`config.mk`:
```
export PLATFORM = sky130hd
export DESIGN_NAME = operand_fetch_unit
export DESIGN_NICKNAME = d
export VERILOG_FILES = /design/src/rtl/operand_fetch_unit.sv
export SDC_FILE = /design/constraint.sdc
export NUM_CORES = 1
export LEC_CHECK = 0
export CORE_UTILIZATION = 36
export CTS_BUF_LIST = sky130_fd_sc_hd__clkbuf_2 sky130_fd_sc_hd__clkbuf_4 sky130_fd_sc_hd__clkbuf_8
export DETAILED_ROUTE_END_ITERATION = 6
export PLACE_DENSITY = 0.8
export SYNTH_ARGS = -nofsm -noshare
export SYNTH_HDL_FRONTEND = slang
export SYNTH_SLANG_ARGS = --single-unit
export TNS_END_PERCENT = 10
```
`constraint.sdc`:
```
create_clock -name clk -period 5.1 [get_ports clk]
set_clock_uncertainty 0.1 [all_clocks]
set_input_delay 1.53 -clock clk [delete_from_list [all_inputs] [get_ports clk]]
set_output_delay 1.53 -clock clk [all_outputs]
set_load 0.01 [all_outputs]
```
`src/rtl/operand_fetch_unit.sv`:
```
// Operand fetch front end: issue handshake, register file port drive, destination scoreboard, operand register.
// Optional feature: define OFU_WB_BYPASS_EN to forward same-cycle writeback data into pending sources.
module operand_fetch_unit #(
    parameter int DATA_W = 32,
    parameter int ADDR_W = 4,
    parameter int CNT_W  = 16
) (
    input  logic                   clk,
    input  logic                   rstN,
    input  logic                   issueValid,
    output logic                   issueReady,
    input  logic [ADDR_W-1:0]      issueSrc1,
    input  logic [ADDR_W-1:0]      issueSrc2,
    input  logic [ADDR_W-1:0]      issueDst,
    input  logic                   issueWrites,
    output logic                   opValid,
    input  logic                   opReady,
    output logic [DATA_W-1:0]      opData1,
    output logic [DATA_W-1:0]      opData2,
    output logic [ADDR_W-1:0]      opDst,
    output logic                   opWrites,
    input  logic                   wbValid,
    input  logic [ADDR_W-1:0]      wbAddr,
    input  logic [DATA_W-1:0]      wbData,
    output logic [ADDR_W-1:0]      rfReadAddr1,
    output logic [ADDR_W-1:0]      rfReadAddr2,
    input  logic [DATA_W-1:0]      rfReadData1,
    input  logic [DATA_W-1:0]      rfReadData2,
    output logic [ADDR_W-1:0]      rfWriteAddr,
    output logic                   rfWriteEnable,
    output logic [DATA_W-1:0]      rfWriteData,
    output logic [(2**ADDR_W)-1:0] pendingMask,
    output logic [CNT_W-1:0]       stallCount
);

    typedef enum logic {
        ST_EMPTY = 1'b0,
        ST_FULL  = 1'b1
    } state_t;

    state_t                   state_q, state_d;
    logic [DATA_W-1:0]        data1_q, data1_d;
    logic [DATA_W-1:0]        data2_q, data2_d;
    logic [ADDR_W-1:0]        dst_q, dst_d;
    logic                     writes_q, writes_d;
    logic [(2**ADDR_W)-1:0]   pend_q, pend_d;
    logic [CNT_W-1:0]         stall_q, stall_d;

    logic                     byp1, byp2;
    logic [DATA_W-1:0]        opnd1, opnd2;
    logic                     haz_src1, haz_src2, haz_waw, hazard;
    logic                     out_free, accept;

    assign rfReadAddr1   = issueSrc1;
    assign rfReadAddr2   = issueSrc2;
    assign rfWriteAddr   = wbAddr;
    assign rfWriteEnable = wbValid;
    assign rfWriteData   = wbData;

`ifdef OFU_WB_BYPASS_EN
    // Forward only into sources that are actually pending; a non-pending
    // source must see the file's old value like any same-cycle read.
    assign byp1  = pend_q[issueSrc1] && wbValid && (wbAddr == issueSrc1);
    assign byp2  = pend_q[issueSrc2] && wbValid && (wbAddr == issueSrc2);
    assign opnd1 = byp1 ? wbData : rfReadData1;
    assign opnd2 = byp2 ? wbData : rfReadData2;
`else
    assign byp1  = 1'b0;
    assign byp2  = 1'b0;
    assign opnd1 = rfReadData1;
    assign opnd2 = rfReadData2;
`endif

    assign haz_src1   = pend_q[issueSrc1] && !byp1;
    assign haz_src2   = pend_q[issueSrc2] && !byp2;
    assign haz_waw    = issueWrites && pend_q[issueDst];
    assign hazard     = haz_src1 || haz_src2 || haz_waw;
    assign out_free   = (state_q == ST_EMPTY) || opReady;
    assign issueReady = out_free && !hazard;
    assign accept     = issueValid && issueReady;

    always_comb begin
        state_d  = state_q;
        data1_d  = data1_q;
        data2_d  = data2_q;
        dst_d    = dst_q;
        writes_d = writes_q;
        pend_d   = pend_q;
        stall_d  = stall_q;

        unique case (state_q)
            ST_EMPTY: if (accept) state_d = ST_FULL;
            ST_FULL:  if (!accept && opReady) state_d = ST_EMPTY;
            default:  state_d = ST_EMPTY;
        endcase

        if (accept) begin
            data1_d  = opnd1;
            data2_d  = opnd2;
            dst_d    = issueDst;
            writes_d = issueWrites;
        end

        // Clear first so a same-cycle set of the same bit wins.
        if (wbValid) pend_d[wbAddr] = 1'b0;
        if (accept && issueWrites) pend_d[issueDst] = 1'b1;

        if (issueValid && hazard && (stall_q != {CNT_W{1'b1}})) begin
            stall_d = stall_q + 1'b1;
        end
    end

    always_ff @(posedge clk or negedge rstN) begin
        if (!rstN) begin
            state_q  <= ST_EMPTY;
            data1_q  <= '0;
            data2_q  <= '0;
            dst_q    <= '0;
            writes_q <= 1'b0;
            pend_q   <= '0;
            stall_q  <= '0;
        end else begin
            state_q  <= state_d;
            data1_q  <= data1_d;
            data2_q  <= data2_d;
            dst_q    <= dst_d;
            writes_q <= writes_d;
            pend_q   <= pend_d;
            stall_q  <= stall_d;
        end
    end

    assign opValid     = (state_q == ST_FULL);
    assign opData1     = data1_q;
    assign opData2     = data2_q;
    assign opDst       = dst_q;
    assign opWrites    = writes_q;
    assign pendingMask = pend_q;
    assign stallCount  = stall_q;

endmodule

```
==> impl_metrics.env, run 1 <==
export IMPL_outcome="finished clean"
export IMPL_worstPathArrival_ps=3380
export IMPL_ys_types=35
export IMPL_antenna_cells=0
export IMPL_relSlewSlack_pct=38.22
export IMPL_htreeDepth=3
export IMPL_vias_per_cell=5.061
export IMPL_clk_latency_ps=370
export IMPL_overflow=0
export IMPL_syn_to_final_growth_pct=44.68
export IMPL_yosys_area_share_simple_pct=8.003
export IMPL_dp_hpwl_mm=8.946
export IMPL_synth_adder_area_share_pct=0.2607
export IMPL_syn_avg_cell_area_sq_um=13.08
export IMPL_die_width_microns=117.5
export IMPL_synth_top_family_by_area="multiplexers"
export IMPL_start_util_pct=37.42
export IMPL_ctsRootBufferMaster="clkbuf_8"
export IMPL_finalWirelength_mm=11.94
export IMPL_synth_edf_count=0
export IMPL_synthXorXnorAreaFrac_pct=2.737
export IMPL_ys_top_cells_by_count="dfrtp_1, mux2_2, buf_4"
export IMPL_core_area_sq_mm=0.01282
export IMPL_detail_route_antenna_nets=0
export IMPL_whs_ps=392.9
export IMPL_synth_most_common_cell="dfrtp_1"
export IMPL_dpl_cell_area_sq_mm=0.006746
export IMPL_grt_setup_unrepaired="no"
export IMPL_ys_flop_type="dfrtp_1"
export IMPL_fp_dieH_microns=117.5
export IMPL_io_pins=266
export IMPL_critPathCaptureType="output pin"
export IMPL_die_area_sq_mm=0.01380
export IMPL_required_ps=3470
export IMPL_finalCritPeriodShare_pct=98.32
export IMPL_yosys_area_top_type="dfrtp_1"
export IMPL_timing_fmax_mhz=199.4
export IMPL_synth_top_cell_area_share_pct=53.18
export IMPL_synthArstFlopShare_pct=100.0
export IMPL_grt_usage_pct=17.57
export IMPL_synthMuxAreaShare_pct=23.36
export IMPL_routedWlPerCell_microns=16.83
export IMPL_yosys_register_bits=102
export IMPL_final_cell_area_sq_mm=0.006944
export IMPL_dpl_worst_slack_ps=-1050
export IMPL_rows=41
export IMPL_cts_max_path_buffers=2
export IMPL_netlist_area_sq_mm=0.004800
export IMPL_period_needed_ps=5014
export IMPL_setup_viol=0
export IMPL_drv_cap=0
export IMPL_synth_warnings=0
export IMPL_setup_slack_ps=85.78
export IMPL_drt_iter0_drc=152
export IMPL_cts_hold_buffers=0
export IMPL_drive_gt1_share_pct=21.79
export IMPL_ir_drop_uv=255.5
export IMPL_power_density_mw_per_mm2=497.8
export IMPL_postSynthCellCount=367
export IMPL_synth_compound_area_share_pct=3.624
export IMPL_ys_seq_area_share_pct=53.18
export IMPL_synthTopCellsByArea="dfrtp_1, mux2_2, buf_4"
export IMPL_cts_buffers_inserted=9
export IMPL_drc=0
export IMPL_syn_nets=486
export IMPL_grt_pass1_wl_mm=19.16
export IMPL_antenna_found_initial=0
export IMPL_clkSinkCount=102
export IMPL_worst_pin_slew_ps=926.7
export IMPL_p_leak_nw=2.804
export IMPL_crit_type="in -> out"
export IMPL_crit_fanout=5
export IMPL_slew_violations=0
export IMPL_clk_pin_slew_ps=90
export IMPL_grt_start_max_net_pins=75
export IMPL_cp_start_kind="input port"
export IMPL_nNetsFinal=651
export IMPL_vias=3588
export IMPL_drt_first_pass_iters=5
export IMPL_grt_pass1_vias=3704
export IMPL_hp_class="reg -> reg"
export IMPL_cts_tree="yes"
export IMPL_gp_congestion=0.9400
export IMPL_io_buffers=201
export IMPL_finalHoldViolCount=0
## logic make-up after synthesis
group | count (synthesis)
multiplexers | 88
flip-flops | 102
AO/OA/AOI/OAI | 34
buffers and inverters | 62
XOR/XNOR | 15
AND/OR/NAND/NOR | 65
adder cells (fa/ha/maj) | 1
## final cells by class
| cell class | count | area [sq um] |
|---|---|---|
| Fill cell | 1082 | 5881 |
| Sequential cell | 102 | 2552 |
| Timing Repair Buffer | 214 | 2121 |
| Multi-Input combinational cell | 203 | 1843 |
| Tap cell | 172 | 215.2 |
| Clock buffer | 10 | 137.6 |
| Clock inverter | 6 | 67.56 |
| Inverter | 2 | 7.507 |
## path summary, 6_finish.rpt
path	depth (start not counted)	endpoint	slack, ps	from
worst min register to register	1	opData2[30]	390	opData2[30]
min in group asynchronous	1	opData1[29]	1190	rstN
worst min-delay path	1	opData2[30]	390	opData2[30]
worst max register to register	7	opData2[1]	1830	pendingMask[4]
max in group asynchronous	2	pendingMask[8]	2930	rstN
worst max-delay path	6	issueReady	90	issueSrc1[0]
## where the power goes
part	switching [mW]	internal (mW)
clock	0.287	0.243
sequential	0.220	1.14
combinational	0.578	0.988
total	1.08	2.37
## sequential cells by signal, indices dropped and copies added (netlist names)
signal       count
opData1         32
opValid          1
opDst            4
stallCount      16
pendingMask     16
opWrites         1
opData2         32
## worst max-delay path: stages
cell	delay [ps]
buf_6	100
mux4_2	480
mux4_2	490
or4_4	540
nor2b_4	120
buf_2	120
## layout by cell type, fill, tap and decap left out, types with 4 or more instances in the layout
| cell | count |
|---|---|
| mux2i_1 | 4 |
| o21ai_0 | 17 |
| nand2b_1 | 7 |
| o21ai_1 | 15 |
| clkdlybuf4s50_1 | 192 |
| mux2_2 | 61 |
| mux2_1 | 10 |
| clkbuf_8 | 10 |
| mux4_2 | 12 |
| xnor2_1 | 14 |
| nand4_1 | 11 |
| and3_1 | 9 |
| nand3_1 | 6 |
| dfrtp_1 | 102 |
| nand2_1 | 11 |
| buf_4 | 13 |
## layer usage
layer	wire (microns)	vias to the layer above	share of wire, %	track usage (%)
li1	-	1600	-	-
met3	870	28	7.3	4.360
met1	4640	1783	39	20.75
met4	301	0	2.5	8.093
met5	0	-	0	0
met2	6123	177	51	30.07
## through the flow
step	cells	power [mW]	util, %	setup TNS (ps)
6_report	709	3.457	54.15	0
5_1_grt	709	3.648	54.15	0
4_1_cts	709	3.497	54.19	0
3_5_place_dp	693	2.963	52.60	-5307
3_3_place_gp	693	2.909	52.60	-3256
2_1_floorplan	367	2.063	-	-40.31
## repair_timing
item,in CTS,in global routing
setup buffers,0,0
gates resized for setup,27,1
gates cloned,0,0
endpoints found under the setup margin,1,1
pin swaps,1,0
No activity file was read; power rests on OpenSTA's default activity.
==> run 2: changes to the inputs <==
- CELL_PAD_IN_SITES_DETAIL_PLACEMENT: unset -> 0
- CELL_PAD_IN_SITES_GLOBAL_PLACEMENT: unset -> 2
- CORE_UTILIZATION: 36 -> 22
- PLACE_DENSITY: 0.8 -> 0.81
==> run 2 against run 1 <==
  * Maximum frequency shrank 1.0%
  * Clock power is 5.7% higher
  * Count of clock-buffer cells in the layout is 1 lower
  * Die area rose by 62%
  * Worst setup slack worse by 52 ps
  * Critical path depth unchanged
  * Hold slack better by 10 ps
  * Via count up 0.50%
  * Global-route usage decreased by 5.2 points
  * Design area grew 2.1%
  * Sequential power hardly changed
  * Largest power group unchanged
==> impl_metrics.env, run 2 (synthesis gave the netlist of run 1 again) <==
export IMPL_relSlewSlack_pct=38.05
export IMPL_fp_dieH_microns=149.7
export IMPL_finalCritPeriodShare_pct=99.35
export IMPL_gp_congestion=0.8622
export IMPL_clk_pin_slew_ps=130
export IMPL_crit_fanout=5
export IMPL_syn_to_final_growth_pct=47.71
export IMPL_finalHoldViolCount=0
export IMPL_rows=53
export IMPL_ctsRootBufferMaster="clkbuf_8"
export IMPL_p_int_mw=2.370
export IMPL_whs_ps=403.0
export IMPL_antenna_found_initial=0
export IMPL_grt_usage_pct=12.38
export IMPL_drv_cap=0
export IMPL_worstPathArrival_ps=3440
export IMPL_cts_tree="yes"
export IMPL_cts_buffers_inserted=9
export IMPL_core_area_sq_mm=0.02122
export IMPL_finalWirelength_mm=13.79
export IMPL_critPathCaptureType="output pin"
export IMPL_drt_first_pass_iters=4
export IMPL_grt_pass1_wl_mm=21.25
export IMPL_fin_cells=812
export IMPL_start_util_pct=22.62
export IMPL_die_area_sq_mm=0.02241
export IMPL_seqCellArea_sq_mm=0.002552
export IMPL_die_width_microns=149.7
export IMPL_final_util_pct=33.41
export IMPL_timing_fmax_mhz=197.4
export IMPL_ir_drop_uv=175.3
export IMPL_grt_setup_unrepaired="yes"
export IMPL_layout_common_cells="clkdlybuf4s50_1, dfrtp_1, mux2_2"
export IMPL_clock_power_share_pct=15.9
export IMPL_dp_hpwl_mm=10.38
export IMPL_cts_hold_buffers=0
export IMPL_setup_viol=0
export IMPL_drive_gt1_share_pct=21.42
export IMPL_power_frac_comb_pct=45.3
export IMPL_drc=0
export IMPL_layout_commonest_cell="clkdlybuf4s50_1"
export IMPL_swShare_pct=32.66
export IMPL_routedWlPerCell_microns=16.98
export IMPL_period_needed_ps=5067
export IMPL_dp_cells=796
export IMPL_cts_max_path_buffers=2
export IMPL_pwr_share_seq_pct=38.8
export IMPL_overflow=0
export IMPL_grt_pass1_vias=3847
export IMPL_outcome="finished clean"
export IMPL_io_buffers=201
export IMPL_vias_per_cell=4.441
export IMPL_io_pins=266
export IMPL_dpl_cell_area_sq_mm=0.006863
export IMPL_p_switching_mw=1.149
export IMPL_cp_start_kind="input port"
export IMPL_tns_ps=0
export IMPL_final_cell_area_sq_mm=0.007089
export IMPL_crit_type="in -> out"
export IMPL_antenna_cells=0
export IMPL_required_ps=3470
export IMPL_grt_start_max_net_pins=67
export IMPL_p_leak_nw=2.818
export IMPL_power_density_mw_per_mm2=496.3
export IMPL_htreeDepth=3
export IMPL_worst_pin_slew_ps=916.7
export IMPL_clk_latency_ps=380
export IMPL_drt_iter0_drc=148
export IMPL_vias=3606
export IMPL_clkSinkCount=102
export IMPL_nNetsFinal=651
export IMPL_detail_route_antenna_nets=0
export IMPL_slew_violations=0
export IMPL_multi_input_area_sq_mm=0.001843
export IMPL_num_fill_cells=2096
export IMPL_hp_class="reg -> reg"
==> run 2: cell count changes in the layout (fill, tap and decap cells not counted), sizes merged <==
cell and change:
inv +1, clkbuf -1, dlygate4sd2 +1, clkinvlp -2, buf -1, clkinv +2
==> run 2: cell type report <==
cell class / count / area share [%]
Clock buffer: 9 / 1.747
Clock inverter: 7 / 1.288
Inverter: 2 / 0.1059
Multi-Input combinational cell: 203 / 26.00
Sequential cell: 102 / 36.00
Tap cell: 275 / 4.854
Timing Repair Buffer: 214 / 30.00
==> run 2: worst max-delay path, cell delays in order <==
cell     delay (ps)
buf_12           90
mux4_2          490
mux4_2          490
or4_4           600
nor2b_4         130
buf_6           110
==> run 2: final timing paths <==
path | start | to | slack (ps) | depth (start not counted)
max in group asynchronous | rstN | opData1[0] | 2700 | 2
max | issueSrc1[0] | issueReady | 30 | 6
min reg2reg | opData2[28] | opData2[28] | 400 | 1
min | opData2[28] | opData2[28] | 400 | 1
min in group asynchronous | rstN | opData2[23] | 1110 | 1
max reg2reg | pendingMask[8] | opData2[1] | 1750 | 7
==> run 2: repair_timing <==
item                                    4_1_cts  5_1_grt
gates cloned                                  0        0
pin swaps                                     1        1
resized for setup                            25        3
setup buffers                                 0        0
endpoints found under the setup margin        1        1
==> run 2: power groups by stage <==
stage,Sequential (mW),Clock (mW),Combinational [mW]
floorplan,1.50,0,0.564
global placement,1.37,0,1.59
detailed placement,1.39,0,1.61
CTS,1.37,0.586,1.62
global route,1.42,0.615,1.70
finish,1.36,0.560,1.59
==> run 2: stage by stage <==
step | setup WS [ps] | total power [mW]
global placement | -1118 | 2.958
detailed placement | -1142 | 2.995
floorplan | -40.31 | 2.063
CTS | 8.193 | 3.581
global route | -17.99 | 3.735
finish | 33.35 | 3.519
==> run 2: per-layer routing <==
layer  part of all wire (%)  track usage [%]  vias up
met5                      0                0        -
li1                       -                -     1601
met3                    5.6            2.256       37
met2                     51            21.27      158
met1                     41            14.76     1810
met4                    2.7            6.263        0
